[config.mk]
export PLATFORM = sky130hd
export DESIGN_NAME = axil_reg_bridge
export DESIGN_NICKNAME = d
export VERILOG_FILES = /design/src/rtl/axi_pkg.sv /design/src/rtl/axil_req_holder.sv /design/src/rtl/axil_reg_bridge.sv
export SDC_FILE = /design/constraint.sdc
export NUM_CORES = 1
export LEC_CHECK = 0
export CAP_MARGIN = 10
export CORE_ASPECT_RATIO = 0.9
export CORE_MARGIN = 2
export CORE_UTILIZATION = 30
export DETAILED_ROUTE_END_ITERATION = 8
export DONT_BUFFER_PORTS = 1
export GPL_TIMING_DRIVEN = 0
export PLACE_DENSITY = 0.48
export RECOVER_POWER = 25
export SETUP_SLACK_MARGIN = 0.5
export SLEW_MARGIN = 20
export SYNTH_ARGS = -nofsm -noshare
export SYNTH_HDL_FRONTEND = slang
export SYNTH_SLANG_ARGS = --single-unit
[constraint.sdc]
create_clock -name aclk -period 2.7 [get_ports aclk]
set_input_delay 0.81 -clock aclk [delete_from_list [all_inputs] [get_ports aclk]]
set_output_delay 0.81 -clock aclk [all_outputs]
set_load 0.005 [all_outputs]
[src/rtl/axi_pkg.sv]
// rtl/axi_pkg.sv - AXI response codes and bridge FSM state encoding
package axi_pkg;

    typedef enum logic [1:0] {
        OKAY   = 2'b00,
        EXOKAY = 2'b01,
        SLVERR = 2'b10,
        DECERR = 2'b11
    } resp_e;

    typedef enum logic [2:0] {
        IDLE    = 3'd0,
        WR_ACC  = 3'd1,
        WR_RESP = 3'd2,
        RD_ACC  = 3'd3,
        RD_RESP = 3'd4
    } bridge_state_e;

    // Arbiter priority encoding: which side wins when both are eligible
    localparam logic PRIO_WR = 1'b0;
    localparam logic PRIO_RD = 1'b1;

endpackage

[src/rtl/axil_req_holder.sv]
// rtl/axil_req_holder.sv - one-entry valid/ready holding register with registered ready
module axil_req_holder #(
    parameter int W = 32
) (
    input  logic         clk,
    input  logic         resetn,
    input  logic [W-1:0] in_data,
    input  logic         in_valid,
    output logic         in_ready,
    input  logic         allow_d,
    input  logic         clear,
    output logic         full,
    output logic [W-1:0] data
);

    logic         full_q, full_d;
    logic         ready_q, ready_d;
    logic [W-1:0] data_q, data_d;

    // Capture on handshake, free on clear; ready is precomputed for next cycle
    always_comb begin
        full_d = full_q;
        data_d = data_q;
        if (clear) begin
            full_d = 1'b0;
        end
        if (in_valid && ready_q) begin
            full_d = 1'b1;
            data_d = in_data;
        end
        ready_d = !full_d && allow_d;
    end

    // Holder state registers
    always_ff @(posedge clk) begin
        if (!resetn) begin
            full_q  <= 1'b0;
            ready_q <= 1'b0;
            data_q  <= '0;
        end else begin
            full_q  <= full_d;
            ready_q <= ready_d;
            data_q  <= data_d;
        end
    end

    assign in_ready = ready_q;
    assign full     = full_q;
    assign data     = data_q;

endmodule

[src/rtl/axil_reg_bridge.sv]
// rtl/axil_reg_bridge.sv - AXI4-Lite to req/ack register bus bridge; AXIL_REG_BRIDGE_TIMEOUT_EN adds an ack timeout
module axil_reg_bridge
    import axi_pkg::*;
#(
    parameter int ADDR_W         = 32,
    parameter int DATA_W         = 32,
    parameter int TIMEOUT_CYCLES = 256
) (
    input  logic                aclk,
    input  logic                aresetn,
    input  logic [ADDR_W-1:0]   s_awaddr,
    input  logic                s_awvalid,
    output logic                s_awready,
    input  logic [DATA_W-1:0]   s_wdata,
    input  logic [DATA_W/8-1:0] s_wstrb,
    input  logic                s_wvalid,
    output logic                s_wready,
    output logic [1:0]          s_bresp,
    output logic                s_bvalid,
    input  logic                s_bready,
    input  logic [ADDR_W-1:0]   s_araddr,
    input  logic                s_arvalid,
    output logic                s_arready,
    output logic [DATA_W-1:0]   s_rdata,
    output logic [1:0]          s_rresp,
    output logic                s_rvalid,
    input  logic                s_rready,
    output logic                reg_req,
    output logic                reg_we,
    output logic [ADDR_W-1:0]   reg_addr,
    output logic [DATA_W-1:0]   reg_wdata,
    output logic [DATA_W/8-1:0] reg_wstrb,
    input  logic                reg_ack,
    input  logic [DATA_W-1:0]   reg_rdata,
    input  logic                reg_err
);

    localparam int SW = DATA_W / 8;

    bridge_state_e       state_q, state_d;
    logic                prio_q, prio_d;
    logic                req_q, req_d;
    logic                we_q, we_d;
    logic [ADDR_W-1:0]   addr_q, addr_d;
    logic [DATA_W-1:0]   wdata_q, wdata_d;
    logic [SW-1:0]       wstrb_q, wstrb_d;
    logic                bvalid_q, bvalid_d;
    resp_e               bresp_q, bresp_d;
    logic                rvalid_q, rvalid_d;
    resp_e               rresp_q, rresp_d;
    logic [DATA_W-1:0]   rdata_q, rdata_d;

    logic                aw_full, w_full, ar_full;
    logic [ADDR_W-1:0]   aw_data, ar_data;
    logic [DATA_W+SW-1:0] w_data;
    logic                wr_clear, rd_clear;
    logic                allow_d;
    logic                ack;
    logic                timeout;

    assign allow_d = (state_d == IDLE);
    // An ack outside an active request is meaningless and ignored
    assign ack     = reg_ack && req_q;

    axil_req_holder #(.W(ADDR_W)) u_aw_hold (
        .clk(aclk), .resetn(aresetn),
        .in_data(s_awaddr), .in_valid(s_awvalid), .in_ready(s_awready),
        .allow_d(allow_d), .clear(wr_clear), .full(aw_full), .data(aw_data)
    );

    axil_req_holder #(.W(DATA_W + SW)) u_w_hold (
        .clk(aclk), .resetn(aresetn),
        .in_data({s_wstrb, s_wdata}), .in_valid(s_wvalid), .in_ready(s_wready),
        .allow_d(allow_d), .clear(wr_clear), .full(w_full), .data(w_data)
    );

    axil_req_holder #(.W(ADDR_W)) u_ar_hold (
        .clk(aclk), .resetn(aresetn),
        .in_data(s_araddr), .in_valid(s_arvalid), .in_ready(s_arready),
        .allow_d(allow_d), .clear(rd_clear), .full(ar_full), .data(ar_data)
    );

`ifdef AXIL_REG_BRIDGE_TIMEOUT_EN
    localparam int CNT_W = ($clog2(TIMEOUT_CYCLES) + 1 > 8) ? $clog2(TIMEOUT_CYCLES) + 1 : 8;
    logic [CNT_W-1:0] cnt_q, cnt_d;

    // Cycles spent waiting for ack; restarts each time a request is issued
    always_comb begin
        cnt_d = '0;
        if (state_q == WR_ACC || state_q == RD_ACC) begin
            cnt_d = cnt_q + 1'b1;
        end
    end

    // Timeout counter register
    always_ff @(posedge aclk) begin
        if (!aresetn) begin
            cnt_q <= '0;
        end else begin
            cnt_q <= cnt_d;
        end
    end

    assign timeout = (cnt_q == CNT_W'(TIMEOUT_CYCLES - 1));
`else
    localparam int unused_timeout_cycles = TIMEOUT_CYCLES;
    assign timeout = 1'b0;
`endif

    // Bridge FSM next state: arbitration, register access, response hold
    always_comb begin
        state_d  = state_q;
        prio_d   = prio_q;
        req_d    = req_q;
        we_d     = we_q;
        addr_d   = addr_q;
        wdata_d  = wdata_q;
        wstrb_d  = wstrb_q;
        bvalid_d = bvalid_q;
        bresp_d  = bresp_q;
        rvalid_d = rvalid_q;
        rresp_d  = rresp_q;
        rdata_d  = rdata_q;
        wr_clear = 1'b0;
        rd_clear = 1'b0;
        case (state_q)
            IDLE: begin
                // Whichever side is granted hands priority to the other one
                if (ar_full && (!(aw_full && w_full) || prio_q == PRIO_RD)) begin
                    state_d = RD_ACC;
                    prio_d  = PRIO_WR;
                    req_d   = 1'b1;
                    we_d    = 1'b0;
                    addr_d  = ar_data;
                    wstrb_d = '0;
                end else if (aw_full && w_full) begin
                    state_d = WR_ACC;
                    prio_d  = PRIO_RD;
                    req_d   = 1'b1;
                    we_d    = 1'b1;
                    addr_d  = aw_data;
                    wdata_d = w_data[DATA_W-1:0];
                    wstrb_d = w_data[DATA_W+SW-1:DATA_W];
                end
            end
            WR_ACC: begin
                if (ack || timeout) begin
                    state_d  = WR_RESP;
                    req_d    = 1'b0;
                    wr_clear = 1'b1;
                    bvalid_d = 1'b1;
                    bresp_d  = (ack && !reg_err) ? OKAY : SLVERR;
                end
            end
            WR_RESP: begin
                if (s_bready) begin
                    state_d  = IDLE;
                    bvalid_d = 1'b0;
                end
            end
            RD_ACC: begin
                if (ack || timeout) begin
                    state_d  = RD_RESP;
                    req_d    = 1'b0;
                    rd_clear = 1'b1;
                    rvalid_d = 1'b1;
                    rresp_d  = (ack && !reg_err) ? OKAY : SLVERR;
                    rdata_d  = ack ? reg_rdata : '0;
                end
            end
            RD_RESP: begin
                if (s_rready) begin
                    state_d  = IDLE;
                    rvalid_d = 1'b0;
                end
            end
            default: begin
                state_d = IDLE;
                req_d   = 1'b0;
            end
        endcase
    end

    // Bridge FSM and all registered outputs
    always_ff @(posedge aclk) begin
        if (!aresetn) begin
            state_q  <= IDLE;
            prio_q   <= PRIO_RD;
            req_q    <= 1'b0;
            we_q     <= 1'b0;
            addr_q   <= '0;
            wdata_q  <= '0;
            wstrb_q  <= '0;
            bvalid_q <= 1'b0;
            bresp_q  <= OKAY;
            rvalid_q <= 1'b0;
            rresp_q  <= OKAY;
            rdata_q  <= '0;
        end else begin
            state_q  <= state_d;
            prio_q   <= prio_d;
            req_q    <= req_d;
            we_q     <= we_d;
            addr_q   <= addr_d;
            wdata_q  <= wdata_d;
            wstrb_q  <= wstrb_d;
            bvalid_q <= bvalid_d;
            bresp_q  <= bresp_d;
            rvalid_q <= rvalid_d;
            rresp_q  <= rresp_d;
            rdata_q  <= rdata_d;
        end
    end

    assign reg_req   = req_q;
    assign reg_we    = we_q;
    assign reg_addr  = addr_q;
    assign reg_wdata = wdata_q;
    assign reg_wstrb = wstrb_q;
    assign s_bvalid  = bvalid_q;
    assign s_bresp   = bresp_q;
    assign s_rvalid  = rvalid_q;
    assign s_rresp   = rresp_q;
    assign s_rdata   = rdata_q;

endmodule

==> results of run 1 <==
## layer usage
metal / GRT usage / wire, um
met5: 0 / 0
met4: 0.0351 / 393
met3: 0.0582 / 2150
met2: 0.252 / 10500
met1: 0.210 / 10600
## layout by cell type, fill, tap and decap left out
master and count:
and2_1 5, o211ai_1 1, conb_1 2, a21boi_0 135, inv_6 1, nand2_1 273
nand4_1 1, nor2_1 2, nand3_1 2, nor3b_1 3, dfxtp_1 216, clkbuf_1 56
nand3b_1 1, and4b_1 1, or2_0 1, buf_1 7, a32oi_1 1, a211oi_2 1
buf_12 2, buf_4 2, nand2b_1 1, o21ai_1 1, clkinv_2 2, clkbuf_16 25
or3_1 2, buf_6 2, clkbuf_2 2, nand4b_1 1, nor2b_1 43, a21oi_1 41
nor2_4 1, inv_1 1, mux2i_1 65, a22oi_1 4, clkbuf_8 7, o21ai_0 35
buf_2 4
## through the flow
stage	total power, mW	instance area [um2]	hold slack [ns]	cells
global placement	4.46	8640	0.452	1263
detailed placement	4.47	8640	0.456	1263
floorplan	4.17	8200	0.443	909
CTS	7.70	9410	0.408	1304
global route	7.95	9410	0.410	1304
finish	7.57	9410	0.432	1304
## how the worst max path moves through the flow
stage                     from                  to  slack, ns  cells after the start
finish              state_q[1]        reg_addr[22]       0.63                      6
global route        state_q[1]  u_ar_hold.in_ready       0.40                      6
CTS                 state_q[1]        reg_addr[15]       0.54                      6
detailed placement     aresetn    u_w_hold.data[3]       0.37                      3
global placement       aresetn        reg_addr[22]       0.40                      4
floorplan              reg_ack         s_rdata[10]       0.88                      6
## critical path, delay by kind of cell, from the launching register on
kind | cells | cell delay (ns)
compound gates | 2 | 0.29
buf+inv | 2 | 0.61
flops | 1 | 0.29
simple gates | 2 | 0.81
## cell usage after synthesis, types with 2 or more instances
master	count	area [um2]
nor3b_1	3	22.5
buf_1	7	26.3
nor2_1	2	7.51
o21ai_0	35	175
buf_2	6	30.0
buf_4	2	15.0
a21oi_1	41	205
mux2i_1	65	651
nor2b_1	43	269
dfxtp_1	216	4320
and2_1	5	31.3
a22oi_1	4	30.0
nand2_1	273	1020
nand3_1	2	10.0
a21boi_0	135	1010
clkbuf_1	50	188
buf_6	2	22.5
buf_12	2	40.0
## where the power goes
| group | leakage (nW) | internal, mW | switching, mW |
|---|---|---|---|
| clock | 0.378 | 1.88 | 1.31 |
| combinational | 1.13 | 0.271 | 0.510 |
| sequential | 1.75 | 3.43 | 0.171 |
## state kept, by name, summed over array words and instances (netlist names), 3 cells and up
signal / cells
reg_wstrb: 4
s_rdata: 32
u_aw_hold.data: 32
u_w_hold.data: 36
state_q: 3
reg_addr: 32
u_ar_hold.data: 32
reg_wdata: 32
## final cells by class
cell class	count	area, um2	share of cell area
clock buffers	38	744	0.0792
plain buffers	69	322	0.0342
flip-flops and latches	216	4320	0.460
inverters	1	3.75	0.000399
clock inverters	3	18.8	0.00200
well taps	354	443	0.0471
multi-input cells	623	3550	0.377
## logic make-up (layout without fill, tap and decap cells)
family	count (synthesis)	in the layout
DFF	216	216
AOI/OAI and AO/OA	219	219
other	1	2
buffers and inverters	70	111
muxes	65	65
and+or+nand+nor	337	337
==> results.json, run 1 <==
{
  "result_of_the_run": "finished clean",
  "cts-resized-gates": 0,
  "worst_ep_arrival_time_ns": 2.52,
  "initial_core_utilization": 0.304,
  "antenna_cells": 0,
  "ys_async_sr_fraction": 0,
  "grt_remaining_overflow": 0,
  "critical_path_class": "flop to flop",
  "post_cts_hold_buffer_count": 0,
  "cp-start-kind": "flop",
  "synthesis.yosys.warnings": 0,
  "htree_levels": 1,
  "fillers": 2867,
  "drt_drc_violations_left": 0,
  "crit_path_frequent_cell": "clkbuf_1",
  "vdd_drop_max_v": 0.000392,
  "adder_cell_area_share_of_the_yosys_netlist": 0,
  "synth_compound_area_frac": 0.178,
  "pre_cts_ws_ns": 0.371,
  "post-route-period-util": 0.768,
  "detail_route.wirelength_um": 23700,
  "maximum_number_of_pins_on_one_net_before_global_route_repair": 13,
  "worstMarginPinSlew_ns": 0.743,
  "critPathMaxStageDelay_ns": 0.49,
  "synthMuxAreaShare": 0.0794,
  "avgSynthCellArea_um2": 9.03,
  "drv_slew": 0,
  "finalSetupTns_ns": 0,
  "grt_setup_unrepaired": "false",
  "synth_top_flop_cell": "dfxtp_1",
  "design.portCount": 252,
  "achievable-frequency_ghz": 0.483,
  "post_drt_via_cell_ratio": 4.64,
  "leakagePower_nw": 3.26,
  "synth_cell_types": 33,
  "cts_buffers": 25,
  "cts_root_buf": "clkbuf_16",
  "path_max_fanout": 10,
  "hold_path.class": "primary input to flop",
  "finalWorstSetupSlack_ns": 0.628,
  "timing.max_slew.rel_slack": 0.501,
  "worstSkewPairLatency_ns": 0.52,
  "min_to": "u_ar_hold.data[20]",
  "gp_congestion": 0.730,
  "max-clock-path-buffers": 3,
  "cts.sink_count": 216,
  "design.core.area_um2": 27000,
  "regToRegEndpoint": "reg_addr[22]",
  "remaining_number_of_nets_flagged_by_the_antenna_check_after_routing": 0,
  "crit_chain": "clkbuf_1, or3_1, nor2_4, clkbuf_1, o21ai_0, a21oi_1",
  "track_usage": 0.160,
  "maxCapViolCount": 0,
  "synth_enable_flop_cells": 0,
  "dr_total_vias": 6050,
  "grt_pass1_wl_um": 35700,
  "startpoint_of_the_worst_slack_reg_to_reg_timing_path": "state_q[1]",
  "avgRoutedWirePerCell_um": 18.2,
  "final_net_count": 1077,
  "die_span_in_y_um": 161,
  "tritoncts": "built",
  "worst_path_max_delay_cell": "or3_1",
  "hold_start": "s_araddr[20]",
  "netlist_instances": 908,
  "port-buffer-count": 0,
  "grt_antenna_before_repair": 0,
  "setup_violations": 0,
  "dp_hpwl_um": 16700,
  "fin_crit_ns": 2.07,
  "hold_viol_final": 0,
  "critPathRequiredTime_ns": 3.15,
  "dominant_combinational_cell_family_by_area_after_synthesis": "compound AO/OA/AOI/OAI gates",
  "timing.hold.worst_path_depth": 2,
  "netlist_area_um2": 8200,
  "cellPowerDensity_nw_per_um2": 805,
  "syn2layout_area_growth_pct": 14.8,
  "final_layout_size_suffix_gt1_frac": 0.0516,
  "post_cts.repair.setup_buffers": 0,
  "worst_setup_path_end_kind": "flop",
  "post-route-util": 0.349,
  "synth-simple-area-share": 0.175,
  "fp.dieArea_um2": 28700,
  "fin_worst_skew_ns": 0.00797,
  "number_of_global_route_vias_before_repair": 5906,
  "number_of_synthesized_register_bits": 216,
  "clk_pin_slew_ns": 0.06,
  "drt-initial-drc-count": 211,
  "worst-r2r-cell-count": 6,
  "floorplan.rows": 57,
  "width_of_the_die_um": 178,
  "synth_seq_area_share": 0.528,
  "reg2reg_setup_slack_ns": 0.63,
  "synth-xor-area-share": 0,
  "drt_first_pass_iters": 4
}
Note: power is estimated with default switching activity, not from simulation.
==> run 2: changes to the inputs <==
==> constraint.sdc (replaced) <==
create_clock -name aclk -period 2.1 [get_ports aclk]
set_input_delay 0.63 -clock aclk [delete_from_list [all_inputs] [get_ports aclk]]
set_output_delay 0.63 -clock aclk [all_outputs]
set_load 0.005 [all_outputs]
==> results.json, run 2 (synthesis results as in run 1) <==
{
  "placed_cell_area_um2": 8650,
  "cp-startpoint": "state_q[2]",
  "cp-start-kind": "flop",
  "design.core.area_um2": 27000,
  "worst-r2r-cell-count": 7,
  "startpoint_of_the_worst_slack_reg_to_reg_timing_path": "state_q[2]",
  "layout.cells.most_common_list": "nand2_1, dfxtp_1, a21boi_0",
  "post_cts_hold_buffer_count": 0,
  "hold_viol_final": 0,
  "final_net_count": 1096,
  "fillers": 2827,
  "fp.dieArea_um2": 28700,
  "regToRegEndpoint": "reg_wdata[16]",
  "drv_slew": 0,
  "width_of_the_die_um": 178,
  "hold_path.class": "primary input to flop",
  "detail_route.wirelength_um": 24200,
  "grt_pass1_wl_um": 35500,
  "area_occupied_by_multi_input_gates_um2": 3670,
  "worst_ep_arrival_time_ns": 2.26,
  "fin_worst_skew_ns": 0.0294,
  "critPathRequiredTime_ns": 2.50,
  "achievable-frequency_ghz": 0.538,
  "number_of_global_route_vias_before_repair": 5993,
  "maximum_number_of_pins_on_one_net_before_global_route_repair": 13,
  "timing.hold.worst_path_depth": 2,
  "leakagePower_nw": 3.52,
  "timing.max_slew.rel_slack": 0.488,
  "worst_path_max_delay_cell": "or3_4",
  "grt_remaining_overflow": 0,
  "dr_total_vias": 6143,
  "cts_root_buf": "clkbuf_16",
  "syn2layout_area_growth_pct": 21.3,
  "crit_chain": "clkbuf_1, or3_4, a211oi_4, buf_6, buf_12, mux2i_1, nor2b_1",
  "power_mw": 10.5,
  "worstMarginPinSlew_ns": 0.768,
  "worst_setup_path_end_kind": "flop",
  "port-buffer-count": 0,
  "setup_violations": 0,
  "min_to": "u_aw_hold.data[20]",
  "initial_core_utilization": 0.304,
  "grt_setup_unrepaired": "true",
  "fin_crit_ns": 1.86,
  "remaining_number_of_nets_flagged_by_the_antenna_check_after_routing": 0,
  "dp_hpwl_um": 17100,
  "worstSkewPairLatency_ns": 0.53,
  "drt_first_pass_iters": 4,
  "gp_congestion": 0.760,
  "grt_antenna_before_repair": 0,
  "seqPwrFrac": 0.442,
  "drt_drc_violations_left": 0,
  "vdd_drop_max_v": 0.000600,
  "tritoncts": "built",
  "track_usage": 0.160,
  "critPathMaxStageDelay_ns": 0.46,
  "cellPowerDensity_nw_per_um2": 1060,
  "power.switching_mw": 2.69,
  "path_max_fanout": 10,
  "design.portCount": 252,
  "drt-initial-drc-count": 292,
  "p_clk_frac": 0.442,
  "internal_power_mw": 7.82,
  "power.share.combinational": 0.116,
  "critical_path_class": "flop to flop",
  "maxCapViolCount": 0,
  "avgRoutedWirePerCell_um": 18.3,
  "seq_area_um2": 4330,
  "cts.sink_count": 216,
  "post-route-period-util": 0.885,
  "result_of_the_run": "finished clean",
  "max-clock-path-buffers": 3,
  "post_drt_via_cell_ratio": 4.64,
  "die_span_in_y_um": 161,
  "mostFrequentLayoutCell": "nand2_1",
  "clk_pin_slew_ns": 0.06,
  "finalInstanceArea_um2": 9940,
  "hold_start": "s_awaddr[20]",
  "cts_buffers": 25,
  "reg2reg_setup_slack_ns": 0.24,
  "largest_register_ff_count": 36,
  "htree_levels": 1,
  "final_layout_size_suffix_gt1_frac": 0.126,
  "swShare": 0.256,
  "floorplan.rows": 57
}
run 2: power groups by stage:
stage	combinational [mW]	clock, mW	sequential, mW
after floorplan	0.733	0	4.63
after global placement	0.999	0	4.72
final	1.22	4.64	4.65
after detailed placement	1.02	0	4.72
after global routing	1.37	4.94	4.69
after CTS	1.09	4.77	4.64
run 2: area by class of cell:
class                           instances  share of cell area
Antenna cell                            1            0.000252
Buffer                                 69              0.0440
Clock buffer                           35              0.0737
Clock inverter                          6              0.0137
Inverter                                1            0.000378
Multi-Input combinational cell        624               0.369
Sequential cell                       216               0.436
Tap cell                              354              0.0446
Timing Repair Buffer                   18              0.0180
run 2: timing repair:
item,in CTS,in global routing
gates resized for setup,57,80
gates cloned,1,3
endpoints found under the setup margin,193,131
pin swaps,1,2
setup buffers,9,6
run 2: layer usage:
layer	vias to the layer above	wire, um	part of all wire	global-route usage
li1	3109	-	-	-
met1	2812	10500	0.43	0.197
met2	189	10800	0.45	0.260
met3	33	2360	0.097	0.0634
met4	0	602	0.025	0.0447
met5	-	0	0	0
run 2: critical path: cells and delay by family (launching register included):
kind / cells / cell delay, ns
AOI/OAI and AO/OA: 1 / 0.21
and+or+nand+nor: 2 / 0.52
muxes: 1 / 0.20
DFF: 1 / 0.29
buffers and inverters: 3 / 0.52
run 2: worst max path at each step:
stage                    end  cells past startpoint
6_report       reg_wdata[16]                      7
3_5_place_dp    reg_addr[21]                      4
5_1_grt         reg_addr[12]                      8
4_1_cts        reg_wdata[16]                      7
2_1_floorplan  reg_wdata[10]                      7
3_3_place_gp    reg_addr[21]                      4
run 2: per-stage QoR:
step                      setup slack [ns]  instances  TNS, ns   util  hold slack, ns
after floorplan                      0.429        909        0      -           0.443
after detailed placement           -0.0976       1263   -0.776  0.321           0.458
final                                0.240       1324        0  0.369           0.236
after CTS                            0.323       1314        0  0.361           0.221
after global routing                 0.105       1323        0  0.369           0.226
after global placement             -0.0491       1263   -0.289  0.321           0.451
